--- src/rtl/cmd_encoder_if.sv ---
// Command-in / byte-out handshake bundle for cmd_encoder.
// The master issues commands and sinks bytes; the encoder is the slave.
interface cmd_encoder_if;
    logic        cmd_valid;
    logic        cmd_ready;
    logic [1:0]  cmd_op;
    logic [1:0]  cmd_id;
    logic [3:0]  cmd_index;
    logic [63:0] cmd_value;
    logic [7:0]  tx_data;
    logic        tx_valid;
    logic        tx_ready;

    modport master (
        output cmd_valid, cmd_op, cmd_id, cmd_index, cmd_value, tx_ready,
        input  cmd_ready, tx_data, tx_valid
    );

    modport slave (
        input  cmd_valid, cmd_op, cmd_id, cmd_index, cmd_value, tx_ready,
        output cmd_ready, tx_data, tx_valid
    );
endinterface

--- src/rtl/cmd_encoder.sv ---
// Serialises one structured command into the ASCII frame the server
// command parser consumes: b/f/t/h frames, newline terminated.
module cmd_encoder #(
    parameter int BIN_W = 8,
    parameter int DEC_W = 16,
    parameter int CNT_W = 16
) (
    input  logic             clk,
    input  logic             rst_n,
    cmd_encoder_if.slave     bus,
    output logic             busy,
    output logic [CNT_W-1:0] frame_cnt
);
    localparam int NDIG  = 6;
    localparam int BCD_W = 4 * NDIG;
    localparam int CCW   = $clog2(DEC_W) + 1;
    localparam int SUBW  = $clog2(BIN_W + NDIG) + 1;

    localparam logic [1:0] OP_B = 2'd0;
    localparam logic [1:0] OP_F = 2'd1;
    localparam logic [1:0] OP_T = 2'd2;
    localparam logic [1:0] OP_H = 2'd3;

    localparam logic [7:0] CH_SP = 8'h20;
    localparam logic [7:0] CH_NL = 8'h0A;
    localparam logic [7:0] CH_0  = 8'h30;

    typedef enum logic [1:0] {
        S_IDLE,
        S_CONV,
        S_SEND
    } state_t;

    typedef enum logic [2:0] {
        G_OP,
        G_SP1,
        G_ID,
        G_SP2,
        G_IDX,
        G_SP3,
        G_VAL,
        G_NL
    } seg_t;

    state_t           state_q;
    state_t           state_n;
    seg_t             seg_q;
    seg_t             seg_n;
    seg_t             seg_nxt;
    logic [SUBW-1:0]  sub_q;
    logic [SUBW-1:0]  sub_n;
    logic             init_q;
    logic [1:0]       op_q;
    logic [1:0]       id_q;
    logic [3:0]       idx_q;
    logic [BIN_W-1:0] bval_q;
    logic [DEC_W-1:0] bin_q;
    logic [BCD_W-1:0] bcd_q;
    logic [BCD_W-1:0] bcd_adj;
    logic [CCW-1:0]   ccnt_q;
    logic             accept;
    logic             done;
    logic             seg_last;
    logic [7:0]       ch;
    logic [SUBW-1:0]  ndig;
    logic [SUBW-1:0]  dsh;
    logic [BIN_W-1:0] bval_sh;
    logic [BCD_W-1:0] bcd_sh;
    logic             unused_bits;

    assign unused_bits = ^{bus.cmd_value, bcd_adj[BCD_W-1],
                           bval_sh[BIN_W-2:0], bcd_sh[BCD_W-5:0]};

    assign busy = (state_q != S_IDLE);

    // Double-dabble correction: any BCD digit >= 5 gets +3 before the shift
    always_comb begin
        bcd_adj = bcd_q;
        for (int k = 0; k < NDIG; k++) begin
            if (bcd_adj[4*k +: 4] >= 4'd5) begin
                bcd_adj[4*k +: 4] = bcd_adj[4*k +: 4] + 4'd3;
            end
        end
    end

    // Significant decimal digits; a zero value still shows one digit
    always_comb begin
        ndig = SUBW'(1);
        for (int k = 1; k < NDIG; k++) begin
            if (bcd_q[4*k +: 4] != 4'd0) begin
                ndig = SUBW'(k + 1);
            end
        end
        dsh     = SUBW'(NDIG) - ndig + sub_q;
        bcd_sh  = bcd_q << {dsh, 2'b00};
        bval_sh = bval_q << sub_q;
    end

    always_comb begin
        ch       = 8'h00;
        seg_last = 1'b1;
        seg_nxt  = G_NL;
        unique case (seg_q)
            G_OP: begin
                unique case (op_q)
                    OP_B: ch = 8'h62;
                    OP_F: ch = 8'h66;
                    OP_T: ch = 8'h74;
                    OP_H: ch = 8'h68;
                endcase
                seg_nxt = (op_q == OP_B || op_q == OP_F) ? G_SP1 : G_NL;
            end
            G_SP1: begin
                ch      = CH_SP;
                seg_nxt = G_ID;
            end
            G_ID: begin
                ch       = CH_0 | {7'd0, (sub_q[0] ? id_q[0] : id_q[1])};
                seg_last = sub_q[0];
                seg_nxt  = G_SP2;
            end
            G_SP2: begin
                ch      = CH_SP;
                seg_nxt = G_IDX;
            end
            G_IDX: begin
                if (idx_q >= 4'd10) begin
                    ch = sub_q[0] ? (CH_0 + {4'd0, idx_q - 4'd10}) : 8'h31;
                    seg_last = sub_q[0];
                end else begin
                    ch = CH_0 + {4'd0, idx_q};
                end
                seg_nxt = G_SP3;
            end
            G_SP3: begin
                ch      = CH_SP;
                seg_nxt = G_VAL;
            end
            G_VAL: begin
                if (op_q == OP_B) begin
                    ch       = CH_0 | {7'd0, bval_sh[BIN_W-1]};
                    seg_last = (sub_q == SUBW'(BIN_W - 1));
                end else begin
                    ch       = CH_0 | {4'd0, bcd_sh[BCD_W-1 -: 4]};
                    seg_last = (sub_q == ndig - SUBW'(1));
                end
                seg_nxt = G_NL;
            end
            G_NL: begin
                ch = CH_NL;
            end
        endcase
    end

    always_ff @(posedge clk or negedge rst_n) begin
        if (!rst_n) begin
            state_q <= S_IDLE;
        end else begin
            state_q <= state_n;
        end
    end

    always_comb begin
        state_n       = state_q;
        seg_n         = seg_q;
        sub_n         = sub_q;
        accept        = 1'b0;
        done          = 1'b0;
        bus.cmd_ready = 1'b0;
        bus.tx_valid  = 1'b0;
        bus.tx_data   = 8'h00;
        unique case (state_q)
            S_IDLE: begin
                bus.cmd_ready = init_q;
                if (bus.cmd_valid && init_q) begin
                    accept  = 1'b1;
                    seg_n   = G_OP;
                    sub_n   = '0;
                    state_n = (bus.cmd_op == OP_F) ? S_CONV : S_SEND;
                end
            end
            S_CONV: begin
                if (ccnt_q == CCW'(DEC_W - 1)) begin
                    state_n = S_SEND;
                end
            end
            S_SEND: begin
                bus.tx_valid = 1'b1;
                bus.tx_data  = ch;
                if (bus.tx_ready) begin
                    if (!seg_last) begin
                        sub_n = sub_q + SUBW'(1);
                    end else if (seg_q == G_NL) begin
                        done    = 1'b1;
                        state_n = S_IDLE;
                    end else begin
                        seg_n = seg_nxt;
                        sub_n = '0;
                    end
                end
            end
            default: state_n = S_IDLE;
        endcase
    end

    always_ff @(posedge clk or negedge rst_n) begin
        if (!rst_n) begin
            init_q    <= 1'b0;
            seg_q     <= G_OP;
            sub_q     <= '0;
            op_q      <= '0;
            id_q      <= '0;
            idx_q     <= '0;
            bval_q    <= '0;
            bin_q     <= '0;
            bcd_q     <= '0;
            ccnt_q    <= '0;
            frame_cnt <= '0;
        end else begin
            init_q <= 1'b1;
            seg_q  <= seg_n;
            sub_q  <= sub_n;
            if (accept) begin
                op_q   <= bus.cmd_op;
                id_q   <= bus.cmd_id;
                idx_q  <= bus.cmd_index;
                bval_q <= bus.cmd_value[BIN_W-1:0];
                bin_q  <= bus.cmd_value[DEC_W-1:0];
                bcd_q  <= '0;
                ccnt_q <= '0;
            end else if (state_q == S_CONV) begin
                bin_q  <= bin_q << 1;
                bcd_q  <= {bcd_adj[BCD_W-2:0], bin_q[DEC_W-1]};
                ccnt_q <= ccnt_q + CCW'(1);
            end
            if (done) begin
                frame_cnt <= frame_cnt + CNT_W'(1);
            end
        end
    end
endmodule

--- src/flat_wrapper.sv ---
// flat-port wrapper written by rule: the top's interface ports become plain ports
module cmd_encoder_flat 
#(
    parameter int BIN_W = 8,
    parameter int DEC_W = 16,
    parameter int CNT_W = 16
)
  (clk, rst_n, busy, frame_cnt, bus_cmd_valid, bus_cmd_op, bus_cmd_id, bus_cmd_index, bus_cmd_value, bus_tx_ready, bus_cmd_ready, bus_tx_data, bus_tx_valid);
  cmd_encoder_if bus_i ();
  input  logic clk;
  input  logic rst_n;
  output logic busy;
  output logic [CNT_W-1:0] frame_cnt;
  input wire logic [$bits(bus_i.cmd_valid)-1:0] bus_cmd_valid;
  input wire logic [$bits(bus_i.cmd_op)-1:0] bus_cmd_op;
  input wire logic [$bits(bus_i.cmd_id)-1:0] bus_cmd_id;
  input wire logic [$bits(bus_i.cmd_index)-1:0] bus_cmd_index;
  input wire logic [$bits(bus_i.cmd_value)-1:0] bus_cmd_value;
  input wire logic [$bits(bus_i.tx_ready)-1:0] bus_tx_ready;
  output wire logic [$bits(bus_i.cmd_ready)-1:0] bus_cmd_ready;
  output wire logic [$bits(bus_i.tx_data)-1:0] bus_tx_data;
  output wire logic [$bits(bus_i.tx_valid)-1:0] bus_tx_valid;
  assign bus_i.cmd_valid = bus_cmd_valid;
  assign bus_i.cmd_op = bus_cmd_op;
  assign bus_i.cmd_id = bus_cmd_id;
  assign bus_i.cmd_index = bus_cmd_index;
  assign bus_i.cmd_value = bus_cmd_value;
  assign bus_i.tx_ready = bus_tx_ready;
  assign bus_cmd_ready = bus_i.cmd_ready;
  assign bus_tx_data = bus_i.tx_data;
  assign bus_tx_valid = bus_i.tx_valid;
  cmd_encoder #(.BIN_W(BIN_W), .DEC_W(DEC_W), .CNT_W(CNT_W)) u_core (.clk(clk), .rst_n(rst_n), .bus(bus_i), .busy(busy), .frame_cnt(frame_cnt));
endmodule
--- config.mk ---
export PLATFORM = sky130hd
export DESIGN_NAME = cmd_encoder_flat
export DESIGN_NICKNAME = d
export VERILOG_FILES = /design/src/rtl/cmd_encoder_if.sv /design/src/rtl/cmd_encoder.sv /design/src/flat_wrapper.sv
export SDC_FILE = /design/constraint.sdc
export NUM_CORES = 1
export LEC_CHECK = 0
export CAP_MARGIN = 20
export CORE_MARGIN = 8
export CORE_UTILIZATION = 49
export CTS_BUF_LIST = sky130_fd_sc_hd__clkbuf_8
export DETAILED_ROUTE_END_ITERATION = 8
export GPL_ROUTABILITY_DRIVEN = 0
export PLACE_DENSITY = 0.79
export SYNTH_ARGS = -nofsm -noshare
export SYNTH_HDL_FRONTEND = slang
export SYNTH_SLANG_ARGS = --single-unit
--- constraint.sdc ---
create_clock -name clk -period 4.55 [get_ports clk]
set_input_delay 0.91 -clock clk [delete_from_list [all_inputs] [get_ports clk]]
set_output_delay 0.91 -clock clk [all_outputs]
set_load 0.01 [all_outputs]
== Word level (Yosys, flattened, before mapping) ==
Cells that the tools add are included.
Cells by class
  reduce and logical (&&, ||, !) cells: 17
  $add $sub $neg: 15
  shift operators: 2
  multiply operators: 0
  mux-type cells: 54
  div/mod/pow operators: 0
  magnitude comparators: 7
  bitwise logic cells: 0
  equal/unequal tests: 23
Operators by type and width (number)
  $mux 24: 2
  $pmux 8 s6: 1
  $mux 16: 2
  $pmux 8 s4: 1
  $mux 5: 6
  $mux 3: 9
  $ge 4x3->1 const B: 6
  $mux 4: 6
  $mux 8: 3
  $shl 24x7->24: 1
  $add 4x2->4 const B: 5
  $reduce_bool 4->1: 5
  $pmux 3 s6: 1
  $add 16x1->16 const B: 1
  $mux 2: 8
  $add 6x4->7 const A: 2
  $eq 3x3->1 const B: 4
  $mux 1: 11
  $add 5x1->5 const B: 2
  $pmux 5 s2: 1
  $reduce_and 5->1: 2
  $ne 2x1->1 const B: 4
  $shl 8x5->8: 1
  $eq 2x1->1 const B: 3
  other kinds (24): 31
Storage, ports and cells
  memory bits (writable): 0
  memory bits (read-only): 0
  logic and storage cells: 130
  output and inout bits: 27
  memories kept: 0
  input port bits: 76
  flip-flop bits (word level): 88
  bits in latches: 0

== Logic depth before layout (Yosys ltp) ==
Gate-level depths: netlist of the first run.
  word-level depth: 13
  mapped depth: 16
  mapped depth without buffers: 16

== Least setup slack after synthesis of the first run ==
Ideal clock, no wire load.
  path kind: reg2out
  start point: reg u_core.bcd_q[4]
  end point: out bus_tx_data[0]
  data required time: 3640 ps
  cell stages (with the launch flop): 16
  arrival time: 3434 ps
  setup slack: 206 ps
  path buffers: 1
  cells stage by stage: dfrtp_1 inv_1 ha_1 nor3b_1 nand3_1 nand3_1 nand2_1 ha_1 inv_1 ha_1 fa_1 clkbuf_1 mux4_2 mux2i_1 o221ai_1 and3_1
On the way
  cells in the longest elaborated chain, start to end: 12
RTL lines
  from (decl): RTL line cmd_encoder.sv:58  | logic [BCD_W-1:0] bcd_q;
  from (signal assigned): RTL line cmd_encoder.sv:233  | bcd_q <= {bcd_adj[BCD_W-2:0], bin_q[DEC_W-1]};
  $reduce_bool 4->1: RTL line cmd_encoder.sv:90  | if (bcd_q[4*k +: 4] != 4'd0) begin
  $mux 2 (2 in series): RTL line cmd_encoder.sv:90
  $mux 3 (3 in series): RTL line cmd_encoder.sv:90
  $sub 3x3->4: RTL line cmd_encoder.sv:94  | dsh = SUBW'(NDIG) - ndig + sub_q;
  $add 5x5->5: RTL line cmd_encoder.sv:94
  $shl 24x7->24 *: RTL line cmd_encoder.sv:95  | bcd_sh = bcd_q << {dsh, 2'b00};
  $mux 4 *: RTL line cmd_encoder.sv:140  | if (op_q == OP_B) begin
  $pmux 8 s6 *: RTL line cmd_encoder.sv:103  | unique case (seg_q)
  $mux 8 *: RTL line cmd_encoder.sv:172  | unique case (state_q)
  to (decl): RTL line flat_wrapper.sv:21  | output wire logic [$bits(bus_i.tx_data)-1:0] bus_tx_data;
Mark *: on every way between the ends. The rest lies on a longest branch, timed or not.

== Final worst setup path of the first run ==
Ends and elaborated chain as after synthesis.

==> results of run 1 <==
[layer usage]
| metal | vias up | global-route usage [%] | part of all wire, % |
|---|---|---|---|
| li1 | 2191 | - | - |
| met1 | 2203 | 22.1 | 43 |
| met2 | 128 | 31.7 | 51 |
| met3 | 20 | 3.43 | 4.4 |
| met4 | 0 | 6.25 | 1.8 |
| met5 | - | 0 | 0 |
[logic make-up (layout without fill, tap and decap cells)]
group | after synthesis | after routing | synth area share (%)
AND/OR/NAND/NOR | 218 | 218 | 19.3
AO/OA/AOI/OAI | 121 | 121 | 14.7
flip-flops | 88 | 88 | 41.6
buffers and inverters | 66 | 160 | 5.84
adder cells (fa/ha/maj) | 32 | 32 | 7.71
XOR/XNOR | 27 | 27 | 4.47
multiplexers | 25 | 25 | 6.24
other | 2 | 2 | 0.142
[critical path, cell delays in order, from the launching register on]
cell and delay, ns:
dfrtp_1 0.40, inv_2 0.09, ha_4 0.14, nor3b_4 0.19, buf_6 0.13, nand3_2 0.06
nand3_2 0.09, nand2_2 0.06, ha_4 0.26, inv_2 0.03, ha_4 0.15, fa_2 0.37
nor2_4 0.12, o2bb2ai_2 0.12, nand2_1 0.07, a2111o_1 0.46, buf_6 0.15, o221ai_1 0.19
and3_1 0.21, buf_2 0.14
[cell type report]
class,instances,share of cell area (%)
tap,140,2.65
clock buffer,9,1.87
timing repair buffer,110,14.4
multi-input combinational,425,44.6
clock inverter,7,1.21
sequential,88,33.3
inverter,34,1.93
[how the worst max path moves through the flow]
stage / depth (start not counted) / from / slack, ns / to
finish: 19 / u_core.bcd_q[4] / -0.16 / bus_tx_data[0]
CTS: 16 / u_core.bcd_q[4] / -0.16 / bus_tx_data[0]
global route: 19 / u_core.bcd_q[4] / -0.28 / bus_tx_data[0]
global placement: 18 / u_core.bcd_q[4] / -0.33 / bus_tx_data[1]
detailed placement: 18 / u_core.bcd_q[4] / -0.46 / bus_tx_data[1]
floorplan: 15 / u_core.bcd_q[4] / 0.21 / bus_tx_data[0]
[flip-flops by register name, summed over array words and instances, names as in the netlist]
signal / count
u_core.bcd_q: 24
u_core.bin_q: 16
u_core.bval_q: 8
u_core.ccnt_q: 5
u_core.frame_cnt: 16
u_core.id_q: 2
u_core.idx_q: 4
u_core.init_q: 1
u_core.op_q: 2
u_core.seg_q: 3
u_core.state_q: 2
u_core.sub_q: 5
[power groups by stage]
stage	Sequential (uW)	Combinational (uW)	Clock, uW
2_1_floorplan	1190	2090	0
3_3_place_gp	1230	2940	0
3_5_place_dp	1250	3080	0
4_1_cts	1240	3530	571
5_1_grt	1280	4020	596
6_report	1250	3720	565
[Yosys cell counts, drive strengths merged (6+ instances only)]
cell      n
a22oi     7
nand4     8
a32o      7
a21oi    25
clkbuf   26
o31ai     9
nor2     33
xnor2    19
nand3    23
dfrtp    88
inv      34
o21ai    44
nor3      8
nand2b   10
nand2   102
mux4      6
mux2i    18
buf       6
xor2      8
ha       31
[stage by stage]
stage / power [uW] / instances
CTS: 5340 / 809
finish: 5540 / 813
detailed placement: 4330 / 793
global placement: 4170 / 793
global route: 5900 / 813
floorplan: 3280 / 579
[what timing repair did]
action / CTS / global route
pin swaps: 15 / 7
setup buffers: 0 / 3
hold buffers: 0 / 0
gates resized for setup: 54 / 5
setup endpoints to repair: 4 / 4
==> results.tsv, run 1 <==
stage	metric	value	unit
detailed_routing	DR WL/cell	16.1	um
place	worst slack, placed	-0.465	ns
power_and_ir_drop	VDD IR max	700	uV
yosys	Mapped Cells	579	
sta	fin crit share	104	%
worst_hold_path	Hold Path Class	flip-flop to flip-flop	
power_and_ir_drop	Psw	2390	uW
cts	H-tree Lvls	3	
yosys	synth warn	0	
power_and_ir_drop	sw frac	43.2	%
worst_hold_path	Hold Path Depth	2	
cts	Clock Path Buffers	2	
floorplanning	die width	120	um
setup_path	CP Data Arrival Time	3.80	ns
final_layout	Fillers	875	
detailed_routing	drt total wl	13100	um
sta	endpoints failing setup	4	
floorplanning	Boundary Pins	103	
yosys	Synth Flop Type	dfrtp_1	
setup_path	Crit Reg-Reg Startpoint	u_core.bcd_q[20]	
sta	Hold Vio Cnt, Final	0	
final_layout	area grow syn2layout	24.9	%
detailed_routing	first drt pass iteration count	5	
yosys	Yosys reg bits	88	
place	port buffer count	53	
global_route	global route overflow	0	
cts	CTS sink cnt	88	
global_route	largest net degree at the start of global routing	55	
power_and_ir_drop	logic gate share of total power	67.2	%
power_and_ir_drop	clock network power share	10.2	%
yosys	Avg Cell Area, Syn	9.14	um2
sta	Slew HR	45.8	%
global_route	initial antenna violation count	0	
yosys	largest cells by area after synthesis	dfrtp_1, ha_1, nand2_1	
floorplanning	core area	10700	um2
outcome	status	finished, violations left	
detailed_routing	vias after detailed routing	4542	
sta	Post-Route Setup TNS	-0.319	ns
final_layout	Nets	776	
cts	clock slew at reported path FFs	0.09	ns
setup_path	reg-to-reg setup timing slack	1.62	ns
final_layout	commonest non-fill, non-tap cell in the layout	nand2_1	
setup_path	reg2reg end	u_core.seg_q[2]	
place	Area after DPL	6220	um2
place	Post-DP HPWL	9150	um
sta	Max Clock Skew	0.0177	ns
yosys	Syn Std Cell Area	5290	um2
floorplanning	Die Y	120	um
cts	root buf cell	clkbuf_8	
power_and_ir_drop	Leakage Power	0.00298	uW
power_and_ir_drop	Power Density	838	nW/um2
setup_path	CP endpoint kind	output port	
yosys	Synth area leader	dfrtp_1	
outcome	failing checks	negative setup slack	
final_layout	Final Cell Area	6610	um2
setup_path	CP Launch Type	flip-flop	
detailed_routing	DRC	0	
global_route	vias in the first global route	4577	
global_route	first-pass GRT wire length	21600	um
flow_run	max-cap check violation count	0	
sta	worst hold margin	0.481	ns
final_layout	layout cell share with drive strength beyond 1	18.4	%
yosys	synth unique cells	55	
setup_path	CP required	3.64	ns
detailed_routing	DR vias/cell	5.59	
setup_path	Reg2Reg Depth	14	
yosys	Post-synth ARST share	100	%
final_layout	most frequent cells in the layout	nand2_1, dfrtp_1, buf_4	
sta	RSZ-0062 raised after global routing	yes	
cts	total CTS buffers	9	
power_and_ir_drop	Internal Dissipation	3140	uW
worst_hold_path	hold_sp	u_core.bin_q[11]	
final_layout	final core occ	61.8	%
sta	slew at the pin with the worst max-slew slack	0.813	ns
final_layout	area occupied by multi-input gates	2950	um2
power_and_ir_drop	Sequential Power Share	22.6	%
cts	clk_lat worst skew	0.37	ns
detailed_routing	Detailed Route Iter0 Violations	309	
setup_path	crit-path max FO	3	
global_route	global-route usage over all layers	18.2	%
yosys	Yosys top cell area share	41.6	%
sta	final worst slack	-0.162	ns
yosys	EDFF count, synth	0	
sta	Tmin final	4.71	ns
detailed_routing	DRT antenna net count	0	
sta	Peak Freq	212	MHz
floorplanning	Initial Util	49.5	%
sta	max-slew violation count	0	
yosys	Syn Nets	687	
final_layout	Reg area	2200	um2
cts	CTS tree	done	
final_layout	diodes inserted	0	
yosys	register area share after synthesis	41.6	%
worst_hold_path	hold path endpoint	u_core.bin_q[11]	
floorplanning	num rows	38	
setup_path	Crit Path Class	flip-flop to output port	
floorplanning	overall die area	14400	um2
Power figures use the tool's default switching activity.
==> inputs of run 2 (changes only) <==
--- a/config.mk
+++ b/config.mk
@@ -8,3 +8,2 @@
 export CAP_MARGIN = 20
-export CORE_MARGIN = 8
 export CORE_UTILIZATION = 49
@@ -13,2 +12,3 @@
 export GPL_ROUTABILITY_DRIVEN = 0
+export GPL_TIMING_DRIVEN = 0
 export PLACE_DENSITY = 0.79
--- a/constraint.sdc
+++ b/constraint.sdc
@@ -3,2 +3,2 @@
 set_output_delay 0.91 -clock clk [all_outputs]
-set_load 0.01 [all_outputs]
+set_load 0.1 [all_outputs]
==> results.tsv, run 2 (synthesis gave the netlist of run 1 again) <==
stage	metric	value	unit
final_layout	Biggest register	u_core.bcd_q	
floorplanning	overall die area	11200	um2
final_layout	area grow syn2layout	23.8	%
final_layout	Fillers	831	
detailed_routing	DRT antenna net count	0	
global_route	met1 usage	30.7	%
setup_path	CP top delay family	simple AND/OR/NAND/NOR gates	
setup_path	critical path's slowest cell	a2111o_1	
floorplanning	Initial Util	50.8	%
setup_path	CP cell instances	inv_2 > ha_4 > nor3b_4 > nand3_1 > nand3_1 > nand2_1 > ha_1 > inv_2 > ha_4 > fa_2 > nor2_4 > o2bb2ai_2 > nand2_1 > a2111o_1 > or2_4 > a31oi_4 > buf_12	
global_route	initial antenna violation count	0	
power_and_ir_drop	Internal Dissipation	2870	uW
setup_path	crit-path max FO	4	
outcome	failing checks	negative setup slack	
detailed_routing	DR vias/cell	5.65	
cts	Post-CTS Hold Buffers	0	
cts	clock slew at reported path FFs	0.09	ns
final_layout	layout cell share with drive strength beyond 1	14.9	%
place	Post-DP HPWL	9300	um
sta	Max Clock Skew	0.0149	ns
setup_path	Crit Reg-Reg Startpoint	u_core.bcd_q[16]	
sta	Slew HR	33.6	%
global_route	global route overflow	0	
sta	fin crit share	105	%
detailed_routing	vias after detailed routing	4548	
setup_path	CP required	3.64	ns
place	worst slack, placed	-1.37	ns
final_layout	diodes inserted	0	
floorplanning	Boundary Pins	103	
setup_path	CP Data Arrival Time	3.87	ns
sta	Post-Route Setup TNS	-0.772	ns
cts	CTS sink cnt	88	
place	port buffer count	53	
power_and_ir_drop	Sequential Power Share	22.3	%
flow_run	max-cap check violation count	0	
power_and_ir_drop	clock network power share	9.2	%
cts	Clock Path Buffers	2	
setup_path	CP Launch Type	flip-flop	
power_and_ir_drop	Psw	2700	uW
cts	total CTS buffers	9	
setup_path	WP buf/inv	3	
floorplanning	num rows	37	
setup_path	Critical Path Sink	bus_tx_data[1]	
setup_path	reg2reg end	u_core.seg_q[2]	
sta	worst hold margin	0.419	ns
sta	Tmin final	4.78	ns
sta	final worst slack	-0.234	ns
setup_path	Reg2Reg Depth	14	
cts	clk_lat worst skew	0.38	ns
final_layout	Largest register FFs	24	
global_route	vias in the first global route	4653	
detailed_routing	Detailed Route Iter0 Violations	379	
setup_path	CP endpoint kind	output port	
setup_path	reg-to-reg setup timing slack	1.55	ns
setup_path	CP max stage delay	0.52	ns
power_and_ir_drop	Power Density	850	nW/um2
worst_hold_path	Hold Path Class	input pin to asynchronous set/reset pin	
setup_path	Worst Setup SP	u_core.bcd_q[5]	
power_and_ir_drop	Power Total	5570	uW
global_route	GR met3 Demand/Resource	4.60	%
power_and_ir_drop	Leakage Power	0.00289	uW
final_layout	most frequent cells in the layout	nand2_1, dfrtp_1, clkdlybuf4s50_1	
cts	CTS tree	done	
sta	slew at the pin with the worst max-slew slack	0.993	ns
sta	Peak Freq	209	MHz
final_layout	area occupied by multi-input gates	2940	um2
global_route	global-route usage over all layers	24.8	%
global_route	gr busiest metal	met2	
final_layout	Reg area	2200	um2
power_and_ir_drop	logic gate share of total power	68.5	%
final_layout	final core occ	62.9	%
detailed_routing	drt total wl	13200	um
setup_path	Crit Path Class	flip-flop to output port	
detailed_routing	DRC	0	
sta	RSZ-0062 raised after global routing	yes	
global_route	met2 usage	42.4	%
global_route	first-pass GRT wire length	21900	um
power_and_ir_drop	VDD IR max	659	uV
outcome	status	finished, violations left	
floorplanning	Die Y	106	um
power_and_ir_drop	sw frac	48.5	%
global_route	largest net degree at the start of global routing	67	
final_layout	commonest non-fill, non-tap cell in the layout	nand2_1	
cts	H-tree Lvls	3	
detailed_routing	DR WL/cell	16.4	um
detailed_routing	first drt pass iteration count	5	
final_layout	Nets	772	
cts	root buf cell	clkbuf_8	
floorplanning	die width	106	um
sta	Hold Vio Cnt, Final	0	
sta	endpoints failing setup	4	
final_layout	Regs by FF count	u_core.bcd_q x24, u_core.bin_q x16, u_core.frame_cnt x16	
sta	max-slew violation count	0	
floorplanning	core area	10400	um2
setup_path	Stages on worst setup path	17	
run 2: cell types whose count changed in the layout (fill, tap and decap cells not counted), moves of 3 or more:
cell,delta
clkbuf_8,+5
buf_4,-31
buf_12,+4
clkbuf_1,+17
clkbuf_2,+3
buf_6,-4
run 2: power groups by stage:
| stage | Sequential, uW | Clock [uW] | Combinational, uW |
|---|---|---|---|
| 2_1_floorplan | 1250 | 0 | 2430 |
| 3_3_place_gp | 1240 | 0 | 2990 |
| 3_5_place_dp | 1250 | 0 | 3100 |
| 4_1_cts | 1230 | 520 | 3600 |
| 5_1_grt | 1270 | 547 | 4160 |
| 6_report | 1240 | 512 | 3820 |
run 2: area by class of cell:
cell class                 instances  share of cell area, %
timing repair buffer              75                   11.5
inverter                          34                   1.95
clock inverter                     7                  0.878
sequential                        88                   33.6
buffer                            31                   2.71
multi-input combinational        425                   44.9
tap                              136                   2.60
clock buffer                       9                   1.89
run 2: timing repair:
item / CTS / global route
pin swaps: 13 / 4
resized for setup: 66 / 8
endpoints found under the setup margin: 4 / 4
setup buffers: 19 / 2
endpoints found under the hold margin: 0 / 0
run 2: per-layer routing:
| layer | part of all wire, % | vias to the layer above |
|---|---|---|
| met5 | 0 | - |
| met4 | 2.4 | 0 |
| met3 | 4.8 | 31 |
| met2 | 50 | 141 |
| met1 | 42 | 2197 |
| li1 | - | 2179 |
run 2: worst min path at each step:
stage                      from          endpoint  slack (ns)  cells after the start
2_1_floorplan  u_core.bval_q[1]  u_core.bval_q[1]        0.44                      2
3_3_place_gp   u_core.bin_q[12]  u_core.bin_q[12]        0.46                      2
3_5_place_dp   u_core.bval_q[0]  u_core.bval_q[0]        0.46                      2
4_1_cts                   rst_n   u_core.bcd_q[9]        0.42                      1
5_1_grt                   rst_n  u_core.bcd_q[10]        0.43                      1
6_report                  rst_n   u_core.bcd_q[9]        0.42                      1
run 2: metrics by stage:
step	std cells	cell area (um2)
6_report	805	6550
5_1_grt	805	6550
4_1_cts	803	6500
3_5_place_dp	769	6030
3_3_place_gp	768	6010
2_1_floorplan	579	5310
